File: src/rtl/mem_arb_pkg.sv
// Shared types and defaults for the data-memory port arbiter.
package mem_arb_pkg;

    localparam int DEF_ADDR_W = 10;
    localparam int DEF_DATA_W = 8;

    // Identifies a requester. It is used for the last grant, the issued command
    // and the read-return tags.
    typedef enum logic [1:0] {
        GNT_NONE = 2'd0,
        GNT_W    = 2'd1,
        GNT_A    = 2'd2,
        GNT_B    = 2'd3
    } gnt_t;

    // Map a one-hot grant vector {B, A, W} to the requester identity.
    function automatic gnt_t onehot_to_gnt(input logic [2:0] oh);
        gnt_t g;
        case (oh)
            3'b001:  g = GNT_W;
            3'b010:  g = GNT_A;
            3'b100:  g = GNT_B;
            default: g = GNT_NONE;
        endcase
        return g;
    endfunction

endpackage

File: src/rtl/mem_port_arbiter_rr_arb3.sv
// Combinational 3-way round-robin selector. The caller holds the last-grant register.
module rr_arb3
    import mem_arb_pkg::*;
(
    input  logic [2:0] req,        // {B, A, W}
    input  gnt_t       last,
    output logic [2:0] gnt,        // one-hot {B, A, W}
    output gnt_t       next_last
);

    gnt_t sel_s;

    // Search starts at the requester after the last winner. GNT_NONE is treated like B, so W wins first.
    always_comb begin
        gnt = 3'b000;
        case (last)
            GNT_W: begin
                if (req[1])      gnt = 3'b010;
                else if (req[2]) gnt = 3'b100;
                else if (req[0]) gnt = 3'b001;
                else             gnt = 3'b000;
            end
            GNT_A: begin
                if (req[2])      gnt = 3'b100;
                else if (req[0]) gnt = 3'b001;
                else if (req[1]) gnt = 3'b010;
                else             gnt = 3'b000;
            end
            default: begin
                if (req[0])      gnt = 3'b001;
                else if (req[1]) gnt = 3'b010;
                else if (req[2]) gnt = 3'b100;
                else             gnt = 3'b000;
            end
        endcase
    end

    // The last-grant pointer advances only when somebody actually wins.
    always_comb begin
        sel_s     = onehot_to_gnt(gnt);
        next_last = last;
        if (sel_s != GNT_NONE) begin
            next_last = sel_s;
        end else begin
            next_last = last;
        end
    end

endmodule

File: src/rtl/mem_port_arbiter.sv
// Shares the single-port data memory between one writer and two readers.
// It issues one registered memory command per cycle and routes the tagged read data back to the reader that asked for it.
module mem_port_arbiter
    import mem_arb_pkg::*;
#(
    parameter int ADDR_W = DEF_ADDR_W,
    parameter int DATA_W = DEF_DATA_W,
    parameter int RD_LAT = 1
) (
    input  logic              clk,
    input  logic              reset_n,
    input  logic              wr_req,
    input  logic [ADDR_W-1:0] wr_addr,
    input  logic [DATA_W-1:0] wr_data,
    output logic              wr_ack,
    input  logic              rda_req,
    input  logic [ADDR_W-1:0] rda_addr,
    output logic              rda_ack,
    output logic              rda_valid,
    output logic [DATA_W-1:0] rda_data,
    input  logic              rdb_req,
    input  logic [ADDR_W-1:0] rdb_addr,
    output logic              rdb_ack,
    output logic              rdb_valid,
    output logic [DATA_W-1:0] rdb_data,
    output logic              iWriteEnable,
    output logic [ADDR_W-1:0] iAddress,
    output logic [ADDR_W-1:0] iReadAddress,
    output logic [DATA_W-1:0] validdata,
    output logic              Readtoa,
    output logic              Readtob,
    input  logic [DATA_W-1:0] mem_data
);

    logic [2:0] req_s;
    logic [2:0] gnt_s;
    gnt_t       next_last_s;
    gnt_t       cmd_s;
    gnt_t       last_r;
    gnt_t       tag_r [RD_LAT+1];

    assign req_s = {rdb_req, rda_req, wr_req};

    rr_arb3 u_rr_arb3 (
        .req       (req_s),
        .last      (last_r),
        .gnt       (gnt_s),
        .next_last (next_last_s)
    );

    // Acks and the command to issue. Nothing is granted while reset is held.
    always_comb begin
        wr_ack  = 1'b0;
        rda_ack = 1'b0;
        rdb_ack = 1'b0;
        cmd_s   = GNT_NONE;
        if (reset_n) begin
            wr_ack  = gnt_s[0];
            rda_ack = gnt_s[1];
            rdb_ack = gnt_s[2];
            cmd_s   = onehot_to_gnt(gnt_s);
        end else begin
            cmd_s   = GNT_NONE;
        end
    end

    // Register the granted command toward the memory. Addresses and write data keep their last values when idle.
    always_ff @(posedge clk) begin
        if (!reset_n) begin
            last_r       <= GNT_B;
            iWriteEnable <= 1'b0;
            Readtoa      <= 1'b0;
            Readtob      <= 1'b0;
            iAddress     <= {ADDR_W{1'b0}};
            iReadAddress <= {ADDR_W{1'b0}};
            validdata    <= {DATA_W{1'b0}};
        end else begin
            last_r       <= next_last_s;
            iWriteEnable <= (cmd_s == GNT_W);
            Readtoa      <= (cmd_s == GNT_A);
            Readtob      <= (cmd_s == GNT_B);
            case (cmd_s)
                GNT_W: begin
                    iAddress  <= wr_addr;
                    validdata <= wr_data;
                end
                GNT_A:   iReadAddress <= rda_addr;
                GNT_B:   iReadAddress <= rdb_addr;
                default: ;
            endcase
        end
    end

    // Move read tags in step with the memory latency. Reset drops every read still in flight.
    always_ff @(posedge clk) begin
        if (!reset_n) begin
            for (int i = 0; i <= RD_LAT; i++) begin
                tag_r[i] <= GNT_NONE;
            end
        end else begin
            tag_r[0] <= (cmd_s == GNT_W) ? GNT_NONE : cmd_s;
            for (int i = 1; i <= RD_LAT; i++) begin
                tag_r[i] <= tag_r[i-1];
            end
        end
    end

    // Capture the memory data for the reader whose tag has reached the end of the pipeline.
    always_ff @(posedge clk) begin
        if (!reset_n) begin
            rda_valid <= 1'b0;
            rdb_valid <= 1'b0;
            rda_data  <= {DATA_W{1'b0}};
            rdb_data  <= {DATA_W{1'b0}};
        end else begin
            rda_valid <= (tag_r[RD_LAT] == GNT_A);
            rdb_valid <= (tag_r[RD_LAT] == GNT_B);
            if (tag_r[RD_LAT] == GNT_A) begin
                rda_data <= mem_data;
            end
            if (tag_r[RD_LAT] == GNT_B) begin
                rdb_data <= mem_data;
            end
        end
    end

endmodule

File: config.mk
export PLATFORM = sky130hd
export DESIGN_NAME = mem_port_arbiter
export DESIGN_NICKNAME = d
export VERILOG_FILES = /design/src/rtl/mem_arb_pkg.sv /design/src/rtl/mem_port_arbiter_rr_arb3.sv /design/src/rtl/mem_port_arbiter.sv
export SDC_FILE = /design/constraint.sdc
export NUM_CORES = 1
export LEC_CHECK = 0
export BUFFER_PORTS_ARGS = -buffer_cell sky130_fd_sc_hd__clkbuf_2
export CORE_ASPECT_RATIO = 1.1
export CORE_MARGIN = 4
export CORE_UTILIZATION = 35
export CTS_CLUSTER_DIAMETER = 200
export CTS_CLUSTER_SIZE = 16
export DETAILED_ROUTE_END_ITERATION = 6
export GPL_TIMING_DRIVEN = 0
export SLEW_MARGIN = 10
export SYNTH_ARGS = -nofsm -noshare
export SYNTH_HDL_FRONTEND = slang
export SYNTH_SLANG_ARGS = --single-unit
export TNS_END_PERCENT = 20
File: constraint.sdc
create_clock -name clk -period 2.4 [get_ports clk]
set_clock_uncertainty 0.1 [all_clocks]
set_input_delay 0.12 -clock clk [delete_from_list [all_inputs] [get_ports clk]]
set_output_delay 0.12 -clock clk [all_outputs]
set_load 0.02 [all_outputs]
## Word-level counts from Yosys, hierarchy flattened

Memory sizes are Yosys's and may differ from the RTL's.
Index checks and enable logic that the tools add are counted.

| storage, ports and cells | value |
|---|---|
| register bits | 51 |
| bits in writable memories | 4 |
| input bits | 51 |
| output and inout bits | 52 |
| logic and storage cells | 47 |
| memories | 1 |

| operators by class | value |
|---|---|
| eq/ne operators | 10 |
| multiplexer cells | 21 |
| bitwise logic cells | 2 |
| reduce and logical (&&, ||, !) cells | 2 |

Memory list:

| memory | words | bits a word | read ports | clocked after memory_dff | wr ports | RTL line | RTL |
|---|---|---|---|---|---|---|---|
| tag_r | 2 | 2 | 2 | 0 | 2 | mem_port_arbiter.sv:40 | `gnt_t tag_r [RD_LAT+1];` |

Operators by type and width:

| kind | count |
|---|---|
| 3-bit 2-to-1 mux | 7 |
| 10-bit one-hot mux with 2 select lines | 1 |
| 2-bit == test (second input constant) | 5 |
| 2-bit 2-to-1 mux | 5 |
| 1-bit 2-to-1 mux | 6 |
| 2-bit one-hot mux with 3 select lines | 1 |
| 3-bit one-hot mux with 2 select lines | 1 |
| 2-bit by 1-bit == test with 1-bit output (second input constant) | 2 |
| 2-bit nonzero test | 2 |
| 3-bit by 1-bit == test with 1-bit output (second input constant) | 1 |
| 3-bit by 2-bit == test with 1-bit output (second input constant) | 1 |
| 3-bit == test (second input constant) | 1 |
| 1-bit OR | 2 |

## Logic depth before layout (Yosys ltp)

| depth | value |
|---|---|
| depth after elaboration | 10 |
| gate-level depth with buffers | 8 |
| gate-level depth less buffers | 6 |

## Modules after synthesis

From an unflattened synthesis, not the netlist that was laid out.

| second synthesis, totals | value |
|---|---|
| cells, all modules | 257 |
| area, all modules | 2259.7 um2 |

Modules (own cells, without submodules):

| module | times used | cells each | area each (um2) | sequential area each (um2) |
|---|---|---|---|---|
| mem_port_arbiter | 1 | 230 | 2064.5 | 1101.1 |
| rr_arb3 | 1 | 27 | 195.2 | 0.0 |

## Worst setup path after synthesis

No wires, ideal clock.

| timing path | value |
|---|---|
| kind | reg2out |
| from | reg last_r[0] |
| to | out rdb_ack |
| arrival time | 1785 ps |
| required time | 2180 ps |
| path slack | 395 ps |
| cell stages (with the launch flop) | 7 |
| path buffers | 1 |
| cell sequence | dfxtp_1 > inv_1 > ha_1 > nand2b_1 > a21o_1 > buf_4 > a211oi_1 |

| between the ends | value |
|---|---|
| cells in the longest elaborated chain, start to end | 3 |
| elaborated cells on any way between the ends | 4 |
| those cells by class | eq/ne (2); mux (2) |

Ends and longest elaborated chain:

| what | RTL line | RTL |
|---|---|---|
| from (decl) | mem_port_arbiter.sv:39 | `gnt_t last_r;` |
| from (signal assigned) | mem_port_arbiter.sv:78 | `last_r <= next_last_s;` |
| 2-bit == test or 2-bit by 1-bit == test with 1-bit output (tied branches) | mem_port_arbiter_rr_arb3.sv:16 | `case (last)` |
| 3-bit one-hot mux with 2 select lines (*) | mem_port_arbiter_rr_arb3.sv:16 |  |
| 1-bit 2-to-1 mux (*) | mem_port_arbiter.sv:57 | `if (reset_n) begin` |
| to (decl) | mem_port_arbiter.sv:23 | `output logic rdb_ack,` |

Mark *: on every way between the ends. The rest lies on a longest branch, timed or not.

## Worst setup path after layout

Ends and elaborated chain as after synthesis.

==> out/metrics.cfg <==
[cts]
cts_tree = yes
clock_sinks = 55
clk_pin_slew_ns = 0.10
cts_root_buf = clkbuf_8
clockBufferDepth = 2
cts_made_buffers = 5
htreeDepth = 2
clkLatencyLatePin_ns = 0.30

[placed_design]
dp_hpwl_um = 4905
dp_slack_ns = 0.1779
place_congestion = 0.7945
placed_area_um2 = 3057
io_buffers = 101

[layout]
layout_commonest_cell = clkbuf_2
fillerInstances = 667
area_growth_pct = 39.35
utilization_pct = 50.85
final_layout_size_suffix_gt1_share_pct = 32.19
diodes = 0
final_cell_mix = clkbuf_2, nand2_1, dfxtp_1
final_area_um2 = 3412
multi_input_area_um2 = 1200
regArea_um2 = 1101
nNetsFinal = 459

[timing]
worstMarginPinSlew_ns = 0.6960
setup_viol = 0
tns_ns = 0
rsz0062_at_grt = yes
max-slew-margin-rel_pct = 53.60
slew_viol_final = 0
fin_crit_ns = 2.334
setup_slack_ns = 0.06613
max_freq_mhz = 428.5
whs_ns = 0.009250
period_share_pct = 97.24
finalHoldViolCount = 0

[floorplan]
rows = 31
die_h_um = 95.73
coreArea_um2 = 6710
ioPinCount = 103
initial_core_util_pct = 36.49
die_w_um = 87.75
dieArea_um2 = 8400

[flow_run]
max_cap_violations = 0

[global_route]
grt-ovfl-total = 0
grt_pass1_vias = 2479
antenna_found_initial = 0
grt_pass1_wl_um = 11210
grt_max_degree = 17
track_usage_pct = 16.61

[power_and_ir_drop]
p_leak_uw = 0.001501
powerDensity_nw_per_um2 = 613.4
vdd_ir_drop_max_mv = 0.3830

[synth]
synth_area_per_cell_um2 = 9.002
yosysSeqAreaShare_pct = 44.97
async_flop_share_pct = 0
synth_edf_count = 0
synth.distinct_cells = 35
ys_warn_count = 0
syn_inst = 272
ys_ff_latch = 55
synthesis.nets = 325
synth_ff_type = dfxtp_1
synth_area_um2 = 2449

[routing]
wl_per_cell_um = 14.23
routed_via_density = 4.994
drt_iter0_drc = 70
drtAntennaViolNets = 0
drc_errors = 0
wl_um = 6960
firstDrtPassIters = 4
vias = 2442

[hold_path]
hold_path.class = in2reg

[worst_setup_path]
start_kind = flip-flop
crit_fanout = 10
cp-end-kind = primary output
cp.arrival_ns = 2.11
cp.required_ns = 2.18
crit_type = reg2out

[run_status]
status = complete, no violations

## logic make-up after synthesis
family	synth area share, %
multiplexers	7.358
AND/OR/NAND/NOR	20.08
flip-flops	44.97
buffers and inverters	6.438
adder cells (fa/ha/maj)	1.022
AO/OA/AOI/OAI	20.13
## final cells by class
cell class	instances	area share, %
plain buffers	22	3.960
clock buffers	6	2.127
clock inverters	2	0.3667
inverters	6	0.6601
multi-input cells	189	35.17
flip-flops and latches	55	32.27
well taps	82	3.007
repair buffers	127	22.44
## flip-flops by register name (all words and copies together), names as in the netlist
signal and flops:
validdata 8, rda_valid 1, Readtob 1, iReadAddress 10
tag_r 4, rdb_data 8, rdb_valid 1, iWriteEnable 1
last_r 2, Readtoa 1, iAddress 10, rda_data 8
## repair_timing
item	in CTS	in global routing
buffers inserted	0	0
endpoints found under the hold margin	34	0
gates resized for setup	0	4
hold buffers	26	0
endpoints found under the setup margin	0	12
## synth_stat cells, drive strengths merged (5+ instances only)
cell type	number	area, um2
a211oi	11	82.58
nand3	8	40.04
mux2i	18	180.2
a311oi	10	137.6
inv	6	22.52
a21oi	21	108.9
dfxtp	55	1101
buf	11	93.84
o211ai	10	75.07
nand2b	5	31.28
and2	6	42.54
nand3b	10	75.07
clkbuf	11	41.29
nor2	7	26.28
nand2	62	232.7
## per-layer routing
metal / up-vias / global-route usage (%) / wire, um
li1: 1218 / - / -
met1: 1137 / 20.13 / 2933
met2: 72 / 29.46 / 3518
met3: 15 / 2.654 / 344
met4: 0 / 6.010 / 163
met5: - / 0 / 0
## stage by stage
step                      power (uW)  cells
after CTS                       2103    489
after floorplan                 1397    272
final                           2093    489
after global placement          1569    455
after detailed placement        1571    455
after global routing            2196    489
## worst max-delay path: stages (launching register included)
cell	delay, ns
dfxtp_1	0.38
inv_1	0.06
ha_1	0.37
nand2b_1	0.22
a21o_1	0.21
buf_4	0.18
a211oi_2	0.20
buf_2	0.20
## path summary, 6_finish.rpt
path	from	end	slack, ns	depth (start not counted)
max reg2reg	last_r[0]$_SDFFE_PN1P_	iReadAddress[5]$_SDFFE_PN0P_	0.30	7
min	rda_addr[1]	iReadAddress[1]$_SDFFE_PN0P_	0.009	3
max	last_r[0]$_SDFFE_PN1P_	rdb_ack	0.07	7
min reg2reg	tag_r[0][1]$_SDFF_PP0_	tag_r[0][3]$_SDFF_PN0_	0.34	1
## report_power, final
group / internal [uW] / total, uW / switching, uW
logic: 246 / 567 / 321
clock network: 205 / 506 / 301
registers: 983 / 1020 / 36.8
total: 1430 / 2090 / 659
No activity file was read; power rests on OpenSTA's default activity.
